--- config.mk ---
export PLATFORM = sky130hd
export DESIGN_NAME = imem_loader
export DESIGN_NICKNAME = d
export VERILOG_FILES = /design/src/rtl/imem_loader.sv
export SDC_FILE = /design/constraint.sdc
export NUM_CORES = 1
export LEC_CHECK = 0
export BUFFER_PORTS_ARGS = -buffer_cell sky130_fd_sc_hd__buf_2
export CAP_MARGIN = 0
export CORE_MARGIN = 5
export CORE_UTILIZATION = 55
export DETAILED_ROUTE_END_ITERATION = 16
export HOLD_SLACK_MARGIN = 0.03
export PLACE_DENSITY = 0.8
export SLEW_MARGIN = 10
export SYNTH_ARGS = -nofsm -noshare
export SYNTH_HDL_FRONTEND = slang
export SYNTH_SLANG_ARGS = --single-unit
--- constraint.sdc ---
create_clock -name clock -period 5.3 [get_ports clock]
set_input_delay 1.06 -clock clock [delete_from_list [all_inputs] [get_ports clock]]
set_output_delay 1.06 -clock clock [all_outputs]
set_load 0.02 [all_outputs]
--- src/rtl/imem_loader.sv ---
`default_nettype none
// ============================================================================
// Module      : imem_loader
// Description : Boot-time instruction-memory loader. Receives a length-
//               prefixed program image as a byte stream (valid/ready),
//               assembles big-endian 32-bit words, writes them sequentially
//               into instruction memory from byte address 0, and releases
//               the core (cpu_run) once the whole image has been written.
// Revision    : 1.0 - initial release
// ============================================================================
module imem_loader #(
    parameter int MAX_WORDS = 256,  // largest legal image, in words
    parameter int CNT_W     = 16    // length field / word counter width
) (
    input  logic        clock,
    input  logic        reset,
    input  logic        load_req,
    input  logic [7:0]  byte_in,
    input  logic        byte_valid,
    output logic        byte_ready,
    output logic        imem_we,
    output logic [31:0] imem_addr,
    output logic [31:0] imem_wdata,
    output logic        busy,
    output logic        cpu_run,
    output logic        error
);

    // Upper bound as an unsigned 32-bit value so the length check never
    // goes through a signed integer compare.
    localparam logic [31:0] c_MAX_WORDS = 32'(MAX_WORDS);

    typedef enum logic [2:0] {
        S_IDLE   = 3'd0,
        S_LEN_HI = 3'd1,
        S_LEN_LO = 3'd2,
        S_DATA   = 3'd3,
        S_WRITE  = 3'd4,
        S_DONE   = 3'd5,
        S_ERROR  = 3'd6
    } state_t;

    state_t             r_state;
    state_t             w_next;

    logic [7:0]         r_len_hi;     // first (MSB) length byte
    logic [CNT_W-1:0]   r_len;        // image length N in words
    logic [CNT_W-1:0]   r_word_idx;   // index of the word being assembled
    logic [1:0]         r_byte_cnt;   // bytes of the current word received
    logic [31:0]        r_word;       // word shift register, MSB first

    logic               w_can_accept;
    logic               w_xfer;
    logic [15:0]        w_len_rx;
    logic               w_len_bad;
    logic [CNT_W-1:0]   w_idx_inc;
    logic               w_last_word;

    // The ready decision depends on state only, so there is no path from
    // byte_valid back to byte_ready.
    assign w_can_accept = (r_state == S_LEN_HI) ||
                          (r_state == S_LEN_LO) ||
                          (r_state == S_DATA);
    assign w_xfer       = byte_valid && w_can_accept;

    // Full length as seen during the LEN_LO transfer.
    assign w_len_rx     = {r_len_hi, byte_in};
    assign w_len_bad    = (w_len_rx == 16'd0) ||
                          ({16'd0, w_len_rx} > c_MAX_WORDS);

    assign w_idx_inc    = r_word_idx + CNT_W'(1);
    assign w_last_word  = (w_idx_inc == r_len);

    // Memory write port: address is the word index scaled to bytes, so it
    // is word-aligned by construction.
    assign imem_addr    = {{(30 - CNT_W){1'b0}}, r_word_idx, 2'b00};
    assign imem_wdata   = r_word;

    // State register.
    always_ff @(posedge clock or posedge reset) begin
        if (reset) begin
            r_state <= S_IDLE;
        end else begin
            r_state <= w_next;
        end
    end

    // Next-state and state-decoded outputs; load_req overrides everything,
    // including a byte offered in the same cycle.
    always_comb begin
        w_next     = r_state;
        byte_ready = 1'b0;
        imem_we    = 1'b0;
        busy       = 1'b0;
        cpu_run    = 1'b0;
        error      = 1'b0;
        case (r_state)
            S_IDLE: begin
                w_next = r_state;
            end
            S_LEN_HI: begin
                byte_ready = 1'b1;
                busy       = 1'b1;
                if (w_xfer) begin
                    w_next = S_LEN_LO;
                end
            end
            S_LEN_LO: begin
                byte_ready = 1'b1;
                busy       = 1'b1;
                if (w_xfer) begin
                    w_next = w_len_bad ? S_ERROR : S_DATA;
                end
            end
            S_DATA: begin
                byte_ready = 1'b1;
                busy       = 1'b1;
                if (w_xfer && (r_byte_cnt == 2'd3)) begin
                    w_next = S_WRITE;
                end
            end
            S_WRITE: begin
                imem_we = 1'b1;
                busy    = 1'b1;
                w_next  = w_last_word ? S_DONE : S_DATA;
            end
            S_DONE: begin
                cpu_run = 1'b1;
            end
            S_ERROR: begin
                error = 1'b1;
            end
            default: begin
                w_next = S_IDLE;
            end
        endcase
        if (load_req) begin
            w_next = S_LEN_HI;
        end
    end

    // Datapath: length capture, word assembly and write-index tracking.
    always_ff @(posedge clock or posedge reset) begin
        if (reset) begin
            r_len_hi   <= 8'd0;
            r_len      <= '0;
            r_word_idx <= '0;
            r_byte_cnt <= 2'd0;
            r_word     <= 32'd0;
        end else if (load_req) begin
            // Restart: already written words stay in memory and are simply
            // overwritten by the new image.
            r_word_idx <= '0;
            r_byte_cnt <= 2'd0;
        end else begin
            case (r_state)
                S_LEN_HI: begin
                    if (w_xfer) begin
                        r_len_hi <= byte_in;
                    end
                end
                S_LEN_LO: begin
                    if (w_xfer) begin
                        r_len      <= CNT_W'(w_len_rx);
                        r_word_idx <= '0;
                        r_byte_cnt <= 2'd0;
                    end
                end
                S_DATA: begin
                    if (w_xfer) begin
                        r_word     <= {r_word[23:0], byte_in};
                        r_byte_cnt <= r_byte_cnt + 2'd1;
                    end
                end
                S_WRITE: begin
                    r_word_idx <= w_idx_inc;
                end
                default: begin
                    r_word_idx <= r_word_idx;
                end
            endcase
        end
    end

endmodule
`default_nettype wire

==> run_results.csv, run 1 <==
group,metric,value,unit
run_status,status,"finished, final reports clean",
setup_path,cp_slowest_stage_delay,690,ps
sta,fmax,0.389,GHz
die,ios,81,
power_and_ir_drop,pwr-share-seq,0.481,
setup_path,crit_slowest_cell,"dfrtp_1",
drt,drc,0,
setup_path,crit_arrival,1510,ps
yosys,async_reset_ff_frac,1.00,
layout,final_net_count,429,
power_and_ir_drop,power_switching,0.664,mW
grt,gr-total-overflow,0,
layout,diodes,0,
drt,drtPass1Iterations,4,
sta,worst_pin_slew,963,ps
yosys,syn_avg_cell_area,11.1,µm²
die,coreArea,7180,µm²
yosys,synth_top_flop_cell,"dfrtp_1",
clock_tree,insertion_delay,340,ps
setup_path,worst-path-stages,3,
drt,drtIter0Drc,112,
sta,grt_setup_unrepaired,"false",
clock_tree,clock_sinks,77,
yosys,synth_top_area_cell,"dfrtp_1",
yosys,synth_edf_count,0,
sta,setup_viol,0,
clock_tree,clk_root_buffer_cell,"clkbuf_8",
clock_tree,numCtsBuffers,9,
min_path,hold_path.class,"reg2reg",
power_and_ir_drop,peakVddDrop,329,µV
drt,routedWlPerCell,15.4,µm
grt,grt_pass1_vias,2819,
yosys,synth_cells,359,
clock_tree,clk_pin_slew,80,ps
layout,final-seq-area,1930,µm²
yosys,synth_cell_types,52,
drt,routed_via_density,5.47,
drt,wirelength,7970,µm
yosys,synth.top_cell.area_share,0.483,
die,die_h,95.2,µm
setup_path,crit_family,"flip-flops",
layout,drive_above_1_share,0.355,
setup_path,cp_cell_sequence,"nor2_1 -> xnor2_1 -> buf_2",
setup_path,path_buf_inv,1,
sta,fin_crit,2570,ps
power_and_ir_drop,clkPwrFrac,0.214,
die,die_w,95.2,µm
drt,drtAntennaViolNets,0,
layout,final_cell_area,4430,µm²
setup_path,setup.worst_path.end_class,"output pin",
power_and_ir_drop,power_density,415,nW/µm²
place,hpwl,5710,µm
place,placedInstanceArea,4260,µm²
place,port_buffers,64,
yosys,ys_ff_latch,77,
grt,antenna_found_initial,0,
sta,finalMaxSlewViolations,0,
min_path,worstHoldPathCells,1,
clock_tree,cts_hold_buf,0,
layout,final_cell_mix,"dfrtp_1, buf_2, mux2_2, o21ai_0, nor2_1",
yosys,ys_warn_count,0,
setup_path,cp-start-kind,"flip-flop",
layout,utilization,0.618,
sta,hold_violations,0,
drt,vias,2841,
setup_path,cp_max_fo,18,
die,rows,31,
sta,skew,5.58,ps
yosys,syn_area,3990,µm²
power_and_ir_drop,p_leak,2.08,nW
power_and_ir_drop,intPower,1.18,mW
layout,fillers,576,
setup_path,worstRegToRegCells,6,
place,gp_congestion,0.901,
clock_tree,postCtsSetupBuffers,0,
sta,maxSlewHeadroom,0.356,
setup_path,worstPathRequired,4240,ps
grt,grt_max_degree,46,
layout,multi_input_area,1860,µm²
grt,grt_use_total,0.193,
sta,tns,0,ps
die,die-area,9060,µm²
yosys,synthTopCellsByArea,"dfrtp_1, mux2_2, o21ai_0",
clock_tree,cts_tree,"built",
clock_tree,clock_path_buffers,2,
layout,final_common_cell,"dfrtp_1",
setup_path,crit_type,"reg2out",
grt,grt_pass1_wl,13700,µm
job,maxCapViolCount,0,
power_and_ir_drop,p_sw_frac,0.360,
yosys,yosysSeqAreaShare,0.483,
die,start_util,0.556,
power_and_ir_drop,p_comb_frac,0.305,
layout,area_growth,11.1,%
clock_tree,htreeDepth,3,
power_and_ir_drop,p_total,1.84,mW
clock_tree,ctsResizeCount,0,
sta,fin_crit_sh,0.486,
[cell type report]
| type | instances | area share |
|---|---|---|
| repair buffers | 66 | 0.0756 |
| multi-input cells | 257 | 0.419 |
| flip-flops and latches | 77 | 0.435 |
| clock buffers | 9 | 0.0279 |
| inverters | 4 | 0.00339 |
| well taps | 99 | 0.0279 |
| clock inverters | 7 | 0.0113 |
[worst register-to-register path, delay by kind of cell, from the launching register on]
family / cells / cell delay (ps)
AND/OR/NAND/NOR: 3 / 1190
flip-flops: 1 / 510
AO/OA/AOI/OAI: 2 / 510
XOR/XNOR: 1 / 180
[Yosys cell counts, types with 2 or more instances]
cell,instances
a21oi_1,12
a31oi_1,2
a32oi_1,3
and3_1,3
and4_1,2
buf_2,6
buf_4,18
buf_6,2
clkbuf_1,7
clkbuf_8,3
dfrtp_1,77
ha_1,2
inv_1,4
mux2_2,56
mux2i_1,3
nand2_1,20
nand3_1,10
nor2_1,24
nor3_1,8
nor3b_1,3
nor4_1,2
nor4b_1,2
o2111ai_1,3
o211ai_1,3
o21ai_0,30
o31ai_1,3
or3_1,2
or4_1,3
xnor2_1,14
xor2_1,10
[worst paths after layout]
check | from | end | slack (ps)
worst min register to register | imem_wdata[28] | imem_wdata[28] | 510
max in group asynchronous | reset | r_word_idx[3] | 3490
worst min-delay path | imem_wdata[28] | imem_wdata[28] | 510
min in group asynchronous | reset | imem_wdata[19] | 800
worst max register to register | r_word_idx[3] | r_state[1] | 2810
worst max-delay path | r_state[0] | busy | 2730
[flip-flops by register name, indices dropped and copies added (netlist names)]
| name | cells |
|---|---|
| r_len | 16 |
| r_len_hi | 8 |
| r_state | 3 |
| r_word_idx | 16 |
| imem_wdata | 32 |
| r_byte_cnt | 2 |
[metal layers]
layer / routed length [µm] / vias up / global-route usage
met5: 0 / - / 0
met4: 118 / 0 / 0.0661
met3: 596 / 12 / 0.0576
met2: 3630 / 86 / 0.295
met1: 3630 / 1374 / 0.261
li1: - / 1369 / -
[power groups by stage]
stage | registers, mW | clock network [mW] | logic (mW)
6_report | 0.885 | 0.394 | 0.562
5_1_grt | 0.915 | 0.439 | 0.615
4_1_cts | 0.887 | 0.408 | 0.570
3_5_place_dp | 0.895 | 0 | 0.567
3_3_place_gp | 0.883 | 0 | 0.553
2_1_floorplan | 0.986 | 0 | 0.297
[logic make-up (layout without fill, tap and decap cells)]
group | Yosys count | after routing | synth area share
multiplexers | 59 | 59 | 0.165
buffers and inverters | 40 | 86 | 0.0677
XOR/XNOR | 24 | 24 | 0.0526
AO/OA/AOI/OAI | 66 | 66 | 0.101
AND/OR/NAND/NOR | 90 | 90 | 0.123
flip-flops | 77 | 77 | 0.483
adder cells (fa/ha/maj) | 2 | 2 | 0.00627
other | 1 | 16 | 0.000939
[metrics by stage]
stage	setup WS [ps]	instances	hold slack [ps]
floorplan	2270	374	498
finish	2730	519	510
global route	2580	519	533
detailed placement	2480	503	496
CTS	2710	519	514
global placement	2520	503	487
(Power assumes the default switching activity.)
==> run 2, diff against run 1 <==
==> constraint.sdc (replaced) <==
create_clock -name clock -period 2.6 [get_ports clock]
set_input_delay 0.52 -clock clock [delete_from_list [all_inputs] [get_ports clock]]
set_output_delay 0.52 -clock clock [all_outputs]
set_load 0.02 [all_outputs]
==> run 2 against run 1 <==
Against the previous run: sequential power up 110%; critical path depth up 4; die area unchanged; flip-flop and latch count unchanged; utilization up 1.2 points; clock skew up 3.7 ps; design area up 1.9%; total power up 110%; register-to-register slack worse by 2600 ps.
==> run_results.csv, run 2 (synthesized netlist as in run 1, its figures left out) <==
group,metric,value,unit
job,maxCapViolCount,0,
clock_tree,clock_path_buffers,2,
sta,worst_pin_slew,929,ps
sta,tns,0,ps
clock_tree,clk_root_buffer_cell,"clkbuf_8",
drt,drtPass1Iterations,4,
setup_path,r2r_slack,260,ps
die,die_h,95.2,µm
clock_tree,numCtsBuffers,9,
die,rows,31,
die,die_w,95.2,µm
layout,final_cell_area,4520,µm²
die,ios,81,
setup_path,cp_cell_sequence,"ha_1 -> nand3_2 -> or4_1 -> a21o_1 -> a32oi_1 -> o211ai_1 -> o31a_1",
sta,whs,435,ps
setup_path,path_buf_inv,0,
setup_path,cp_max_fo,9,
setup_path,worstPathRequired,2840,ps
sta,fin_crit,2340,ps
grt,grt_use_total,0.206,
layout,largest_register_ff_count,32,
place,place_worst_setup_slack,251,ps
clock_tree,clock_sinks,77,
run_status,status,"finished, final reports clean",
power_and_ir_drop,peakVddDrop,827,µV
layout,final_net_count,437,
grt,grt_max_degree,51,
power_and_ir_drop,power_density,853,nW/µm²
sta,maxSlewHeadroom,0.378,
setup_path,cp_slowest_stage_delay,470,ps
power_and_ir_drop,intPower,2.50,mW
drt,routedWlPerCell,16.0,µm
grt,gr-total-overflow,0,
power_and_ir_drop,pwr-share-seq,0.472,
place,port_buffers,64,
drt,vias,2900,
power_and_ir_drop,p_leak,2.13,nW
sta,layout_setup_ws,256,ps
setup_path,crit_slowest_cell,"dfrtp_1",
place,placedInstanceArea,4320,µm²
sta,grt_setup_unrepaired,"false",
place,gp_congestion,0.909,
layout,fillers,588,
place,dp_cells,510,
layout,diodes,0,
clock_tree,cts_tree,"built",
power_and_ir_drop,clkPwrFrac,0.226,
clock_tree,insertion_delay,350,ps
layout,multi_input_area,1850,µm²
drt,drc,0,
grt,antenna_found_initial,0,
die,coreArea,7180,µm²
power_and_ir_drop,p_comb_frac,0.302,
layout,final-seq-area,1930,µm²
drt,routed_via_density,5.51,
sta,skew,9.24,ps
sta,setup_viol,0,
drt,drtAntennaViolNets,0,
clock_tree,htreeDepth,3,
setup_path,crit_type,"reg2reg",
sta,fin_crit_sh,0.901,
die,start_util,0.556,
setup_path,crit_arrival,2590,ps
power_and_ir_drop,power_switching,1.36,mW
layout,area_growth,13.2,%
grt,grt_pass1_wl,14500,µm
clock_tree,postCtsSetupBuffers,0,
grt,grt_pass1_vias,2927,
setup_path,cp-start-kind,"flip-flop",
place,hpwl,6080,µm
sta,finalMaxSlewViolations,0,
layout,utilization,0.630,
sta,fmax,0.427,GHz
drt,drtIter0Drc,116,
sta,hold_violations,0,
layout,finalNonFillerCells,526,
setup_path,crit_family,"compound AO/OA/AOI/OAI gates",
layout,drive_above_1_share,0.358,
layout,final_common_cell,"dfrtp_1",
min_path,hold_path.class,"in2reg",
drt,wirelength,8400,µm
power_and_ir_drop,p_sw_frac,0.352,
clock_tree,clk_pin_slew,80,ps
die,die-area,9060,µm²
layout,final_cell_mix,"dfrtp_1, buf_2, mux2_2, o21ai_0, nor2_1",
power_and_ir_drop,p_total,3.85,mW
setup_path,setup.worst_path.end_class,"flip-flop",
==> run 2: cell count changes in the layout (fill, tap and decap cells not counted), sizes merged <==
cell | previous run | this run
buf | 66 | 73
inv | 6 | 4
bufinv | 0 | 1
clkbuf | 9 | 10
clkinvlp | 3 | 2
dlygate4sd3 | 0 | 1
==> run 2: final timing paths <==
check / startpoint / to / cells past startpoint
setup / recovery: r_word_idx[0] / r_state[1] / 7
hold / removal: byte_in[0] / r_len[0] / 2
setup reg to reg: r_word_idx[0] / r_state[1] / 7
hold reg to reg: imem_wdata[25] / imem_wdata[25] / 1
max in group asynchronous: reset / r_word_idx[7] / 4
min in group asynchronous: reset / imem_wdata[19] / 3
==> run 2: per-layer routing <==
metal  GRT usage  part of all wire  vias to the layer above
met3      0.0710             0.078                        7
met2       0.323              0.48                       87
li1            -                 -                     1390
met1       0.269              0.43                     1416
met4      0.0613            0.0083                        0
met5           0                 0                        -
==> run 2: area by class of cell <==
type	instances	area share
inverter	4	0.00332
sequential	77	0.426
clock buffer	10	0.0282
timing repair buffer	74	0.0908
multi-input combinational	257	0.410
clock inverter	5	0.0138
tap	99	0.0274
==> run 2: worst reg2reg max path: cells and delay by family, from the launching register on <==
family / cells / cell delay (ps)
flops: 1 / 470
fa+ha+maj: 1 / 300
simple gates: 2 / 620
compound gates: 4 / 850
==> run 2: power by group through the flow <==
stage          Combinational [mW]  Clock (mW)  Sequential, mW
6_report                     1.16       0.873            1.82
5_1_grt                      1.27       0.963            1.87
4_1_cts                      1.18       0.905            1.82
3_5_place_dp                 1.17           0            1.83
3_3_place_gp                 1.13           0            1.80
2_1_floorplan               0.605           0            2.01
==> run 2: timing repair <==
| action | CTS | global route |
|---|---|---|
| gates resized for setup | 0 | 0 |
| hold endpoints to repair | 4 | 0 |
| hold buffers | 1 | 0 |
==> run 3, diff against run 2 <==
--- a/config.mk
+++ b/config.mk
@@ -7,11 +7,13 @@
 export LEC_CHECK = 0
 export BUFFER_PORTS_ARGS = -buffer_cell sky130_fd_sc_hd__buf_2
 export CAP_MARGIN = 0
-export CORE_MARGIN = 5
+export CORE_MARGIN = 2
 export CORE_UTILIZATION = 55
+export CTS_CLUSTER_SIZE = 28
 export DETAILED_ROUTE_END_ITERATION = 16
 export HOLD_SLACK_MARGIN = 0.03
 export PLACE_DENSITY = 0.8
+export REMOVE_ABC_BUFFERS = 1
 export SLEW_MARGIN = 10
 export SYNTH_ARGS = -nofsm -noshare
 export SYNTH_HDL_FRONTEND = slang
==> run 3 against run 2 <==
Against the previous run: total power grew 2.5%; critical path depth is the same; setup slack lost 51 ps; flip-flop and latch count is the same; global-route usage grew 1.1 points; via count shrank 1.3%; combinational power is essentially flat; clock skew grew 1.3 ps; register-to-register slack lost 50 ps; first-iteration DRC count grew 43%; die area shrank 12%; maximum frequency shrank 2.1%; critical path type unchanged; highest routed layer unchanged.
==> run_results.csv, run 3 (synthesized netlist as in run 1, its figures left out) <==
group,metric,value,unit
layout,drive_above_1_share,0.359,
setup_path,worstReg2RegStart,"r_word_idx[0]",
sta,maxSlewHeadroom,0.563,
die,die-area,7960,µm²
sta,fin_crit_sh,0.921,
sta,setup_viol,0,
setup_path,cp_cell_sequence,"ha_1 -> nand3_2 -> or4_1 -> a21o_1 -> a32oi_1 -> o211ai_1 -> o31a_1",
layout,diodes,0,
drt,routedWlPerCell,15.1,µm
layout,finalNonFillerCells,525,
layout,final-seq-area,1930,µm²
clock_tree,cts_tree,"built",
layout,final_cell_mix,"dfrtp_1, buf_2, mux2_2, o21ai_0, nor2_1",
setup_path,cp-start-kind,"flip-flop",
setup_path,cp_max_fo,9,
place,placedInstanceArea,4310,µm²
clock_tree,postCtsSetupBuffers,0,
power_and_ir_drop,power_density,871,nW/µm²
layout,final_common_cell,"dfrtp_1",
layout,multi_input_area,1850,µm²
layout,final_net_count,435,
setup_path,crit_slowest_cell,"dfrtp_1",
power_and_ir_drop,p_leak,2.15,nW
drt,drtIter0Drc,166,
grt,grt_max_degree,56,
drt,vias,2861,
sta,finalMaxSlewViolations,0,
sta,worst_pin_slew,655,ps
clock_tree,clock_sinks,77,
clock_tree,ctsResizeCount,0,
die,die_h,89.2,µm
power_and_ir_drop,p_total,3.95,mW
drt,drtAntennaViolNets,0,
layout,utilization,0.636,
layout,largest_register_ff_count,32,
job,maxCapViolCount,0,
layout,area_growth,13.6,%
die,start_util,0.559,
place,dp_cells,509,
setup_path,cp-startpoint,"r_word_idx[0]",
layout,final_cell_area,4540,µm²
sta,fmax,0.418,GHz
setup_path,worstPathRequired,2820,ps
clock_tree,clk_root_buffer_cell,"clkbuf_8",
setup_path,crit_type,"reg2reg",
die,ios,81,
sta,grt_setup_unrepaired,"false",
setup_path,crit_arrival,2620,ps
sta,skew,10.6,ps
grt,antenna_found_initial,0,
sta,whs,180,ps
die,die_w,89.2,µm
die,rows,31,
layout,fillers,580,
clock_tree,clock_path_buffers,2,
die,coreArea,7140,µm²
grt,grt_use_total,0.217,
clock_tree,cts_hold_buf,0,
min_path,hold_path.class,"in2async",
place,gp_congestion,0.874,
power_and_ir_drop,peakVddDrop,764,µV
grt,gr-total-overflow,0,
setup_path,setup.worst_path.end_class,"flip-flop",
drt,wirelength,7940,µm
sta,tns,0,ps
place,port_buffers,64,
drt,routed_via_density,5.45,
drt,drtPass1Iterations,4,
sta,fin_crit,2390,ps
setup_path,cp_slowest_stage_delay,480,ps
place,place_worst_setup_slack,234,ps
drt,drc,0,
place,hpwl,5750,µm
run_status,status,"finished, final reports clean",
clock_tree,insertion_delay,350,ps
grt,grt_pass1_wl,13000,µm
sta,layout_setup_ws,205,ps
sta,hold_violations,0,
clock_tree,htreeDepth,3,
grt,grt_pass1_vias,2570,
clock_tree,clk_pin_slew,80,ps
clock_tree,numCtsBuffers,9,
run 3: changes by cell type in the layout (fill, tap and decap cells not counted), sizes merged:
cell and change:
bufinv +1, dlygate4sd3 -1, buf -1, inv +1, clkinvlp -2, clkinv +1
run 3: cell type report:
cell class              instances  share of cell area
flip-flops and latches         77               0.425
multi-input cells             257               0.409
repair buffers                 72              0.0866
clock buffers                  10              0.0281
well taps                      99              0.0273
clock inverters                 6              0.0210
inverters                       4             0.00331
run 3: routing by layer:
layer	vias up	part of all wire	routed length, µm	track usage
met5	-	0	0	0
met4	0	0.010	83	0.0638
met3	9	0.054	426	0.0609
met2	78	0.48	3810	0.332
met1	1391	0.46	3610	0.303
li1	1383	-	-	-
run 3: worst paths after layout:
kind                            slack (ps)  depth (start not counted)             end
worst max-delay path                   210                          7      r_state[1]
worst min-delay path                   180                          2  imem_wdata[29]
min in group clock                     440                          2   r_byte_cnt[1]
max in group asynchronous             1770                          3  r_word_idx[15]
worst max register to register         210                          7      r_state[1]
worst min register to register         510                          1  imem_wdata[28]
run 3: report_power, final:
group	switching (mW)	internal (mW)
combinational	0.616	0.525
clock	0.448	0.549
sequential	0.280	1.53
run 3: worst max-delay path, delay by kind of cell, from the launching register on:
family | cells | cell delay [ps]
and+or+nand+nor | 2 | 650
AOI/OAI and AO/OA | 4 | 810
adders and majority gates | 1 | 310
DFF | 1 | 480
